`src/rtl/stream_packer.sv`:
```
// stream_packer: packs Ratio upstream beats of DataWidth bits into one
// DataWidth*Ratio word. Beat k of a word lands in wdata_o[k*DataWidth +: DataWidth].
// Upstream uses an r/rok handshake and downstream uses a w/wok handshake.
// One beat per cycle is sustained with wok_i held high.
//
// Optional feature (macro STREAM_PACKER_FLUSH_EN): adds flush_i and count_o.
// A partial word can then be emitted early, and count_o reports how many lanes
// of wdata_o are valid. Unused upper lanes read as zero while the word is
// presented. Without the macro, only whole words are emitted.
module stream_packer #(
  parameter int DataWidth = 8,
  parameter int Ratio     = 4
) (
  input  logic                         clk_i,
  input  logic                         rst_ni,
  input  logic                         rok_i,
  input  logic [DataWidth-1:0]         rdata_i,
  output logic                         r_o,
  output logic                         w_o,
  output logic [DataWidth*Ratio-1:0]   wdata_o,
`ifdef STREAM_PACKER_FLUSH_EN
  input  logic                         flush_i,
  output logic [$clog2(Ratio+1)-1:0]   count_o,
`endif
  input  logic                         wok_i
);

  localparam int CntW   = (Ratio > 1) ? $clog2(Ratio) : 1;
  localparam int CountW = $clog2(Ratio + 1);
  localparam logic [CntW-1:0] LastLane = CntW'(Ratio - 1);

  // A single-beat "packer" is meaningless; refuse to elaborate it.
  if (Ratio < 2) begin : g_ratio_check
    $error("stream_packer: Ratio must be at least 2");
  end

  logic [CntW-1:0]      r_cnt;
  logic                 r_full;
  logic [DataWidth-1:0] r_lane [Ratio];

  logic                 w_ready;
  logic                 w_accept;
  logic                 w_pop;
  logic [CntW-1:0]      w_cnt_nxt;
  logic                 w_full_nxt;
  logic [DataWidth*Ratio-1:0] w_wdata;

`ifdef STREAM_PACKER_FLUSH_EN
  logic [CountW-1:0]    r_count;
  logic [CountW-1:0]    w_count_nxt;
`endif

  // Ready whenever the output slot is free or is being drained this cycle.
  assign w_ready  = !r_full || wok_i;
  assign w_accept = rok_i && w_ready;
  assign w_pop    = r_full && wok_i;

  assign r_o     = w_ready;
  assign w_o     = r_full;
  assign wdata_o = w_wdata;
`ifdef STREAM_PACKER_FLUSH_EN
  assign count_o = r_count;
`endif

  // Next fill count and full flag from beat acceptance, word drain and flush.
  always_comb begin
    w_cnt_nxt  = r_cnt;
    w_full_nxt = r_full;
`ifdef STREAM_PACKER_FLUSH_EN
    w_count_nxt = r_count;
`endif
    if (w_pop) begin
      w_full_nxt = 1'b0;
    end else begin
      w_full_nxt = r_full;
    end
    if (w_accept) begin
      if (r_cnt == LastLane) begin
        // The completing beat can only arrive while not full, because cnt
        // is always 0 whenever a word is held.
        w_cnt_nxt  = {CntW{1'b0}};
        w_full_nxt = 1'b1;
`ifdef STREAM_PACKER_FLUSH_EN
        w_count_nxt = CountW'(Ratio);
`endif
      end else begin
        w_cnt_nxt = r_cnt + CntW'(1);
      end
    end else begin
      w_cnt_nxt = r_cnt;
    end
`ifdef STREAM_PACKER_FLUSH_EN
    // A flush closes the partial word, including a beat arriving this cycle.
    // It is ignored while a word is held or when nothing has been collected.
    if (flush_i && !r_full && (w_accept || (r_cnt != {CntW{1'b0}}))) begin
      w_full_nxt  = 1'b1;
      w_cnt_nxt   = {CntW{1'b0}};
      w_count_nxt = CountW'(r_cnt) + CountW'(w_accept);
    end else begin
      w_count_nxt = w_count_nxt;
    end
`endif
  end

  // Control state registers.
  always_ff @(posedge clk_i or negedge rst_ni) begin
    if (!rst_ni) begin
      r_cnt  <= {CntW{1'b0}};
      r_full <= 1'b0;
`ifdef STREAM_PACKER_FLUSH_EN
      r_count <= {CountW{1'b0}};
`endif
    end else begin
      r_cnt  <= w_cnt_nxt;
      r_full <= w_full_nxt;
`ifdef STREAM_PACKER_FLUSH_EN
      r_count <= w_count_nxt;
`endif
    end
  end

  // Lane storage: the accepted beat goes into the lane selected by cnt. Other lanes hold.
  always_ff @(posedge clk_i or negedge rst_ni) begin
    if (!rst_ni) begin
      for (int k = 0; k < Ratio; k++) begin
        r_lane[k] <= {DataWidth{1'b0}};
      end
    end else begin
      for (int k = 0; k < Ratio; k++) begin
        if (w_accept && (r_cnt == CntW'(k))) begin
          r_lane[k] <= rdata_i;
        end else begin
          r_lane[k] <= r_lane[k];
        end
      end
    end
  end

  // Output word assembly. Lanes beyond count_o are zeroed while a word is presented.
  always_comb begin
    w_wdata = {(DataWidth*Ratio){1'b0}};
    for (int k = 0; k < Ratio; k++) begin
`ifdef STREAM_PACKER_FLUSH_EN
      if (r_full && (CountW'(k) >= r_count)) begin
        w_wdata[k*DataWidth +: DataWidth] = {DataWidth{1'b0}};
      end else begin
        w_wdata[k*DataWidth +: DataWidth] = r_lane[k];
      end
`else
      w_wdata[k*DataWidth +: DataWidth] = r_lane[k];
`endif
    end
  end

endmodule
```
`config.mk`:
```
export PLATFORM = sky130hd
export DESIGN_NAME = stream_packer
export DESIGN_NICKNAME = d
export VERILOG_FILES = /design/src/rtl/stream_packer.sv
export SDC_FILE = /design/constraint.sdc
export NUM_CORES = 1
export LEC_CHECK = 0
export BUFFER_PORTS_ARGS = -buffer_cell sky130_fd_sc_hd__buf_4
export CAP_MARGIN = 10
export CORE_ASPECT_RATIO = 0.9
export CORE_UTILIZATION = 39
export DETAILED_ROUTE_END_ITERATION = 10
export PLACE_DENSITY = 0.62
export SLEW_MARGIN = 5
export SYNTH_ARGS = -nofsm -noshare
export SYNTH_HDL_FRONTEND = slang
export SYNTH_SLANG_ARGS = --single-unit
```
`constraint.sdc`:
```
create_clock -name clk_i -period 2.13 [get_ports clk_i]
set_clock_uncertainty 0.05 [all_clocks]
set_input_delay 0.426 -clock clk_i [delete_from_list [all_inputs] [get_ports clk_i]]
set_output_delay 0.426 -clock clk_i [all_outputs]
set_load 0.02 [all_outputs]
```
# Yosys cells after proc, flatten, opt, wreduce, memory -nomap -nowiden
# Cells that the tools add are included.
# word_totals
regBits	35
input_bits	12
out_inout_bits	34
# classes
add_sub_neg	1
eq_ne	3
mux	4
reduce_logical	9
# ops
operator	count
logical AND 1 bit	6
== test 2 bit, second input constant	2
2-to-1 mux 1 bit	3
adder 2 x 1 -> 2 bit, second input constant	1
== test 2 x 1 -> 1 bit, second input constant	1
zero test 2 bit	1
2-to-1 mux 2 bit	1
zero test 1 bit	1
logical OR 1 bit	1

# Logic depth before layout (Yosys ltp)
# Gate-level depths: netlist (run 1).
# depth
depth_word	4
depth_mapped	5

# Worst setup path after synthesis (run 1)
# Ideal clock, no wire load.
# synth_timing
path_type	register to register
startpoint	register r_full, in the netlist w_o
endpoint	register r_lane (netlist bit wdata_o[24])
setup_ns	0.125
arrival_ns	1.245
required_ns	1.955
slack_ns	0.710
stages_incl_launch_ff	5
path_cell_list	dfrtp_1 nand2b_4 nor2b_1 buf_6 mux2_2
# synth_between
elab_chain_len	4
# synth_rtl
element	line_no	text
start: declaration	38	logic r_full;
start signal: assignment	115	r_full <= w_full_nxt;
zero test 1 bit	54	assign w_ready = !r_full || wok_i;
logical OR 1 bit	54	
via r_o	18	output logic r_o,
logical AND 1 bit	55	assign w_accept = rok_i && w_ready;
logical AND 1 bit	130	if (w_accept && (r_cnt == CntW'(k))) begin
end signal: indexed assignment	126	r_lane[k] <= {DataWidth{1'b0}};
end signal: indexed assignment	131	r_lane[k] <= rdata_i;
end signal: indexed assignment	133	r_lane[k] <= r_lane[k];
end: declaration	39	logic [DataWidth-1:0] r_lane [Ratio];
# The timed path passes the listed nets, and every way through them passes these cells.
# A chain may end at the register's enable or synchronous reset.

# Worst setup path in the final report (run 1)
# layout_timing
startpoint	register r_cnt[0]
endpoint	register r_lane (netlist bit wdata_o[25])
# layout_between
elab_chain_len	2
# layout_rtl
element	line_no	text
start: declaration	37	logic [CntW-1:0] r_cnt;
start signal: assignment	108	r_cnt <= {CntW{1'b0}};
start signal: assignment	114	r_cnt <= w_cnt_nxt;
== test 2 bit	130	
logical AND 1 bit	130	
# No other way between the ends.

==> results of run 1 <==
-- routing by layer --
metal	vias up	part of all wire, %	wire, um
met5	-	0	0
met4	0	1.2	34
met3	7	6.9	196
met2	31	46	1320
met1	436	46	1310
li1	399	-	-
-- through the flow --
stage | utilization (%) | std cells | power, mW
2_1_floorplan | - | 88 | 2.32
3_3_place_gp | 50.5 | 177 | 2.94
3_5_place_dp | 50.5 | 177 | 2.98
4_1_cts | 52.7 | 185 | 3.45
5_1_grt | 52.7 | 185 | 3.61
6_report | 52.7 | 185 | 3.41
-- power groups by stage --
| stage | clock network, mW | logic (mW) | registers [mW] |
|---|---|---|---|
| global route | 0.495 | 1.84 | 1.28 |
| floorplan | 0 | 0.726 | 1.60 |
| CTS | 0.466 | 1.75 | 1.23 |
| global placement | 0 | 1.72 | 1.23 |
| detailed placement | 0 | 1.74 | 1.24 |
| finish | 0.451 | 1.73 | 1.23 |
-- final cells by class --
cell class              count  area (um2)  area share, %
clock inverters             1        5.00          0.254
multi-input cells          47         592           30.1
repair buffers             47         353           17.9
well taps                  46        57.6           2.93
flip-flops and latches     35         876           44.5
clock buffers               7        76.3           3.88
inverters                   2        7.51          0.382
-- flip-flops by register name, indices dropped and copies added (netlist names) --
signal and flops:
r_cnt 2, w_o 1, wdata_o 32
-- worst max path at each step --
stage | startpoint | endpoint | slack (ns)
floorplan | w_o$_DFF_PN0_ | wdata_o[24]$_DFFE_PN0P_ | 0.71
global placement | wok_i | wdata_o[30]$_DFFE_PN0P_ | 0.60
detailed placement | wok_i | wdata_o[26]$_DFFE_PN0P_ | 0.60
CTS | r_cnt[0]$_DFFE_PN0P_ | wdata_o[30]$_DFFE_PN0P_ | 0.61
global route | r_cnt[0]$_DFFE_PN0P_ | wdata_o[26]$_DFFE_PN0P_ | 0.53
finish | r_cnt[0]$_DFFE_PN0P_ | wdata_o[25]$_DFFE_PN0P_ | 0.64
-- Yosys cell counts --
| library cell | number | area (um2) |
|---|---|---|
| nand2b_4 | 1 | 13.8 |
| inv_1 | 2 | 7.51 |
| mux2_4 | 24 | 360 |
| and3_4 | 3 | 33.8 |
| nor2b_1 | 1 | 6.26 |
| nand2_1 | 3 | 11.3 |
| ha_1 | 4 | 50.1 |
| buf_6 | 4 | 45.0 |
| nor2_1 | 1 | 3.75 |
| mux2_2 | 10 | 113 |
| dfrtp_1 | 35 | 876 |
-- kinds of logic after synthesis --
logic type,Yosys count
buffers and inverters,6
AND/OR/NAND/NOR,9
multiplexers,34
adder cells (fa/ha/maj),4
flip-flops,35
==> results_dict.tcl, run 1 <==
set metrics [dict create \
    outcome "complete, no violations" \
    synth.cell_area_mm2 0.00152 \
    finalSetupViolCount 0 \
    vias 873 \
    synthXorXnorAreaFrac_pct 0 \
    synthAdderAreaFrac_pct 3.29 \
    ff2ff_setup_slack_ns 0.64 \
    num_io_pins 46 \
    max_freq_mhz 670 \
    drive_gt1_share_pct 65.5 \
    drc 0 \
    wl_per_cell_um 15.4 \
    maxCapViolCount 0 \
    syn_nets 104 \
    r2r_cells 5 \
    gp_congestion 0.660 \
    antenna_found_initial 0 \
    vdd_drop_max_mv 0.700 \
    crit_arrival_ns 1.61 \
    cts-resized-gates 0 \
    ant_nets 0 \
    internal-power_mw 2.18 \
    chipHeight_um 61.2 \
    path_cells "ha_1 > nand2_1 > nor2b_1 > buf_4 > mux2_2" \
    comb_power_share_pct 50.6 \
    synth_cell_type_count 11 \
    dpl.hpwl_um 2070 \
    worstMarginPinSlew_ns 0.436 \
    initial_core_util_pct 40.7 \
    crit_path_max_incr_delay_ns 0.41 \
    crit_family "flip-flops" \
    clk_pin_slew_ns 0.07 \
    path_buf_inv 1 \
    use_met1_pct 20.1 \
    postCtsHoldBufs 0 \
    fin_tns_setup_ns 0 \
    yosys-mux-area-fraction_pct 31.1 \
    overflow 0 \
    ys_ff_latch 35 \
    grt_max_degree 36 \
    synth_cells 88 \
    post-place-ws_ns 0.600 \
    die_area_mm2 0.00415 \
    design.core.area_mm2 0.00373 \
    clockPowerShare_pct 13.2 \
    synth_simple_gate_area_share_pct 4.53 \
    port_buffers 45 \
    max_slew_margin_pct 70.9 \
    cts_root_buf "clkbuf_8" \
    dr.pass1.iters 4 \
    power_switching_mw 1.23 \
    seq_power_share_pct 36.2 \
    required_ns 2.24 \
    areaGrowthSynthToFinish_pct 29.4 \
    synth_compound_area_share_pct 0 \
    holdWs_ns 0.0379 \
    fin_crit_sh_pct 70.1 \
    critPathMaxFanout 5 \
    crit_type "flop to flop" \
    postCtsSetupBuffers 0 \
    r2r-end "wdata_o[25]$_DFFE_PN0P_" \
    grt_pass1_wl_um 4370 \
    leakage_nw 0.971 \
    yosysSeqAreaShare_pct 57.6 \
    setup_ws_ns 0.637 \
    clock_path_buffers 2 \
    fin_crit_ns 1.49 \
    tritoncts "yes" \
    clock_latency_ns 0.28 \
    grt_util_met2_pct 23.1 \
    crit_slowest_cell "dfrtp_1" \
    maxSlewViolCount 0 \
    hold_viol_final 0 \
    cts_buffers 5 \
    use_met3_pct 4.81 \
    first_iter_violations 46 \
    hold_path_class "input pin to asynchronous set/reset pin" \
    top_usage_layer "met2" \
    final_common_cell "buf_4" \
    worstReg2RegStart "r_cnt[0]$_DFFE_PN0P_" \
    rsz0062_at_grt "no" \
    final_cell_mix "buf_4, dfrtp_1, mux2_4" \
    ys_warn_count 0 \
    antenna_cells 0 \
    power_per_cell_area_mw_per_mm2 1730 \
    drt_wl_total_um 2860 \
    avgSynthCellArea_um2 17.3 \
    rows 21 \
    h-tree-depth 2 \
    nets 154 \
    synth_top_family_by_area "multiplexers" \
    stdcell_area_mm2 0.00197 \
    endpoint_kind "flop" \
    die_w_um 67.8 \
    grtUsageTotal_pct 15.2 \
    grt_pass1_vias 873 \
    cts_sinks 35 \
    fillCellCount 336 \
    start_kind "flop" \
    vias_per_cell 4.72 \
    place_area_mm2 0.00189 \
    path_depth 5 \
    switching_share_pct 36.0 \
]
Power figures use the tool's default switching activity.
==> run 2, diff against run 1 <==
--- a/config.mk
+++ b/config.mk
@@ -5,6 +5,7 @@
 export SDC_FILE = /design/constraint.sdc
 export NUM_CORES = 1
 export LEC_CHECK = 0
+export ABC_AREA = 1
 export BUFFER_PORTS_ARGS = -buffer_cell sky130_fd_sc_hd__buf_4
 export CAP_MARGIN = 10
 export CORE_ASPECT_RATIO = 0.9
==> constraint.sdc (replaced) <==
create_clock -name clk_i -period 1.6 [get_ports clk_i]
set_clock_uncertainty 0.05 [all_clocks]
set_input_delay 0.32 -clock clk_i [delete_from_list [all_inputs] [get_ports clk_i]]
set_output_delay 0.32 -clock clk_i [all_outputs]
set_load 0.02 [all_outputs]
==> run 2 against run 1 <==
- wire length up 29%
- critical endpoint is now r_o
- critical path depth decreased by 3
- critical path type is now flop to output pin
- non-clock buffer count is 3 higher
- sequential share of layout area shrank 0.97 points
- final cell count is 38% higher
- clock-buffer cell count is 1 higher
==> results_dict.tcl, run 2 <==
set metrics [dict create \
    power_per_cell_area_mw_per_mm2 2100 \
    synth_cells 163 \
    max_freq_mhz 655 \
    synth_area_leaders "dfrtp_1, nand2_1, nand4_1" \
    hold_path_class "input pin to flop" \
    ff2ff_setup_slack_ns 0.29 \
    ant_nets 0 \
    die_w_um 69.8 \
    first_iter_violations 93 \
    synth_cell_type_count 14 \
    drive_gt1_share_pct 28.7 \
    max_slew_margin_pct 70.9 \
    synth-async-reset-ratio_pct 100 \
    nets 224 \
    drt_wl_total_um 3680 \
    rows 21 \
    cts_sinks 35 \
    r2r-end "wdata_o[23]$_DFFE_PN0P_" \
    worstReg2RegStart "r_cnt[0]$_DFFE_PN0P_" \
    antenna_cells 0 \
    clock_path_buffers 2 \
    largest_register_ffs 32 \
    avgSynthCellArea_um2 9.90 \
    antenna_found_initial 0 \
    maxCapViolCount 0 \
    postCtsSetupBuffers 0 \
    leakage_nw 1.09 \
    final_cell_mix "nand2_1, buf_4, dfrtp_1" \
    yosysMostFrequentCell "nand2_1" \
    die_area_mm2 0.00440 \
    drc 0 \
    synth.cell_area_mm2 0.00161 \
    areaGrowthSynthToFinish_pct 24.6 \
    ys_dominant_reg_cell "dfrtp_1" \
    final_common_cell "nand2_1" \
    whs_path_depth 3 \
    worstMarginPinSlew_ns 0.437 \
    required_ns 1.23 \
    synth-edff-count 0 \
    clk_pin_slew_ns 0.07 \
    outcome "complete, no violations" \
    fin_tns_setup_ns 0 \
    port_buffers 45 \
    tritoncts "yes" \
    holdWs_ns 0.290 \
    num_io_pins 46 \
    cts_buffers 5 \
    rsz0062_at_grt "no" \
    h-tree-depth 2 \
    dpl.hpwl_um 2530 \
    vias_per_cell 5.21 \
    worstHoldEndpoint "wdata_o[16]$_DFFE_PN0P_" \
    grt_pass1_wl_um 5770 \
    cts_root_buf "clkbuf_8" \
    wl_per_cell_um 14.4 \
    syn_nets 179 \
    endpoint_kind "output pin" \
    yosys.area.top_type_share_pct 54.3 \
    finalSetupViolCount 0 \
    synth_top_area_cell "dfrtp_1" \
    gp_congestion 0.799 \
    vias 1329 \
    hold_viol_final 0 \
    fin_crit_ns 1.53 \
    fin_crit_sh_pct 95.4 \
    synth_commonest_cells "nand2_1, dfrtp_1, nand4_1, buf_4" \
    grt_max_degree 41 \
    r2r_cells 5 \
    crit_type "flop to output pin" \
    p_total_mw 4.23 \
    design.core.area_mm2 0.00384 \
    final_util_pct 52.4 \
    vdd_drop_max_mv 1.06 \
    grtUsageTotal_pct 17.2 \
    ys_warn_count 0 \
    grt_pass1_vias 1206 \
    crit_arrival_ns 1.16 \
    ys_ff_latch 35 \
    dr.pass1.iters 5 \
    initial_core_util_pct 42.1 \
    yosysSeqAreaShare_pct 54.3 \
    worst_hold_startpoint "rdata_i[0]" \
    start_kind "flop" \
    chipHeight_um 63.0 \
    critPathMaxFanout 40 \
    clock_latency_ns 0.29 \
    overflow 0 \
    maxSlewViolCount 0 \
]
-- run 2: what timing repair did --
| action | CTS | global route |
|---|---|---|
| endpoints found under the setup margin | 1 | 0 |
| hold buffers | 1 | 0 |
| resized for setup | 1 | 0 |
| endpoints found under the hold margin | 35 | 0 |
-- run 2: metal layers --
metal / share of wire, % / global-route usage [%]
met5: 0 / 0
met4: 1.7 / 6.75
met3: 7.6 / 5.65
met2: 45 / 26.6
met1: 46 / 22.2
-- run 2: metrics by stage --
stage                     setup slack (ns)  cell area (um2)  std cells
final                               0.0743             2010        255
after floorplan                      0.366             1610        163
after global routing                0.0249             2010        255
after global placement               0.233             1890        246
after detailed placement             0.125             1890        246
after CTS                           0.0716             2010        255
-- run 2: cells by family after synthesis --
| logic type | Yosys count | synth area share, % |
|---|---|---|
| compound gates | 1 | 0.310 |
| fa+ha+maj | 4 | 3.10 |
| buf+inv | 15 | 9.84 |
| flops | 35 | 54.3 |
| simple gates | 108 | 32.5 |
-- run 2: cell type report --
class | count | area [um2]
fillers | 365 | 1830
flip-flops and latches | 35 | 876
multi-input cells | 113 | 588
repair buffers | 50 | 378
clock buffers | 8 | 100
well taps | 46 | 57.6
inverters | 3 | 11.3
-- run 2: worst max-delay path by stage --
| stage | start | endpoint | cells after the start |
|---|---|---|---|
| 2_1_floorplan | r_cnt[0]$_DFFE_PN0P_ | wdata_o[16]$_DFFE_PN0P_ | 6 |
| 3_3_place_gp | wok_i | wdata_o[23]$_DFFE_PN0P_ | 6 |
| 3_5_place_dp | wok_i | wdata_o[19]$_DFFE_PN0P_ | 6 |
| 4_1_cts | w_o$_DFF_PN0_ | r_o | 2 |
| 5_1_grt | w_o$_DFF_PN0_ | r_o | 2 |
| 6_report | w_o$_DFF_PN0_ | r_o | 2 |
-- run 2: power breakdown --
| part | leakage, nW | switching, mW | internal, mW |
|---|---|---|---|
| sequential | 0.439 | 0.256 | 1.29 |
| combinational | 0.597 | 1.17 | 0.808 |
| clock | 0.0515 | 0.306 | 0.393 |
-- run 2: critical path: stages, from the launching register on --
cell and delay [ns]:
dfrtp_1 0.44, nand2_8 0.23, buf_4 0.19
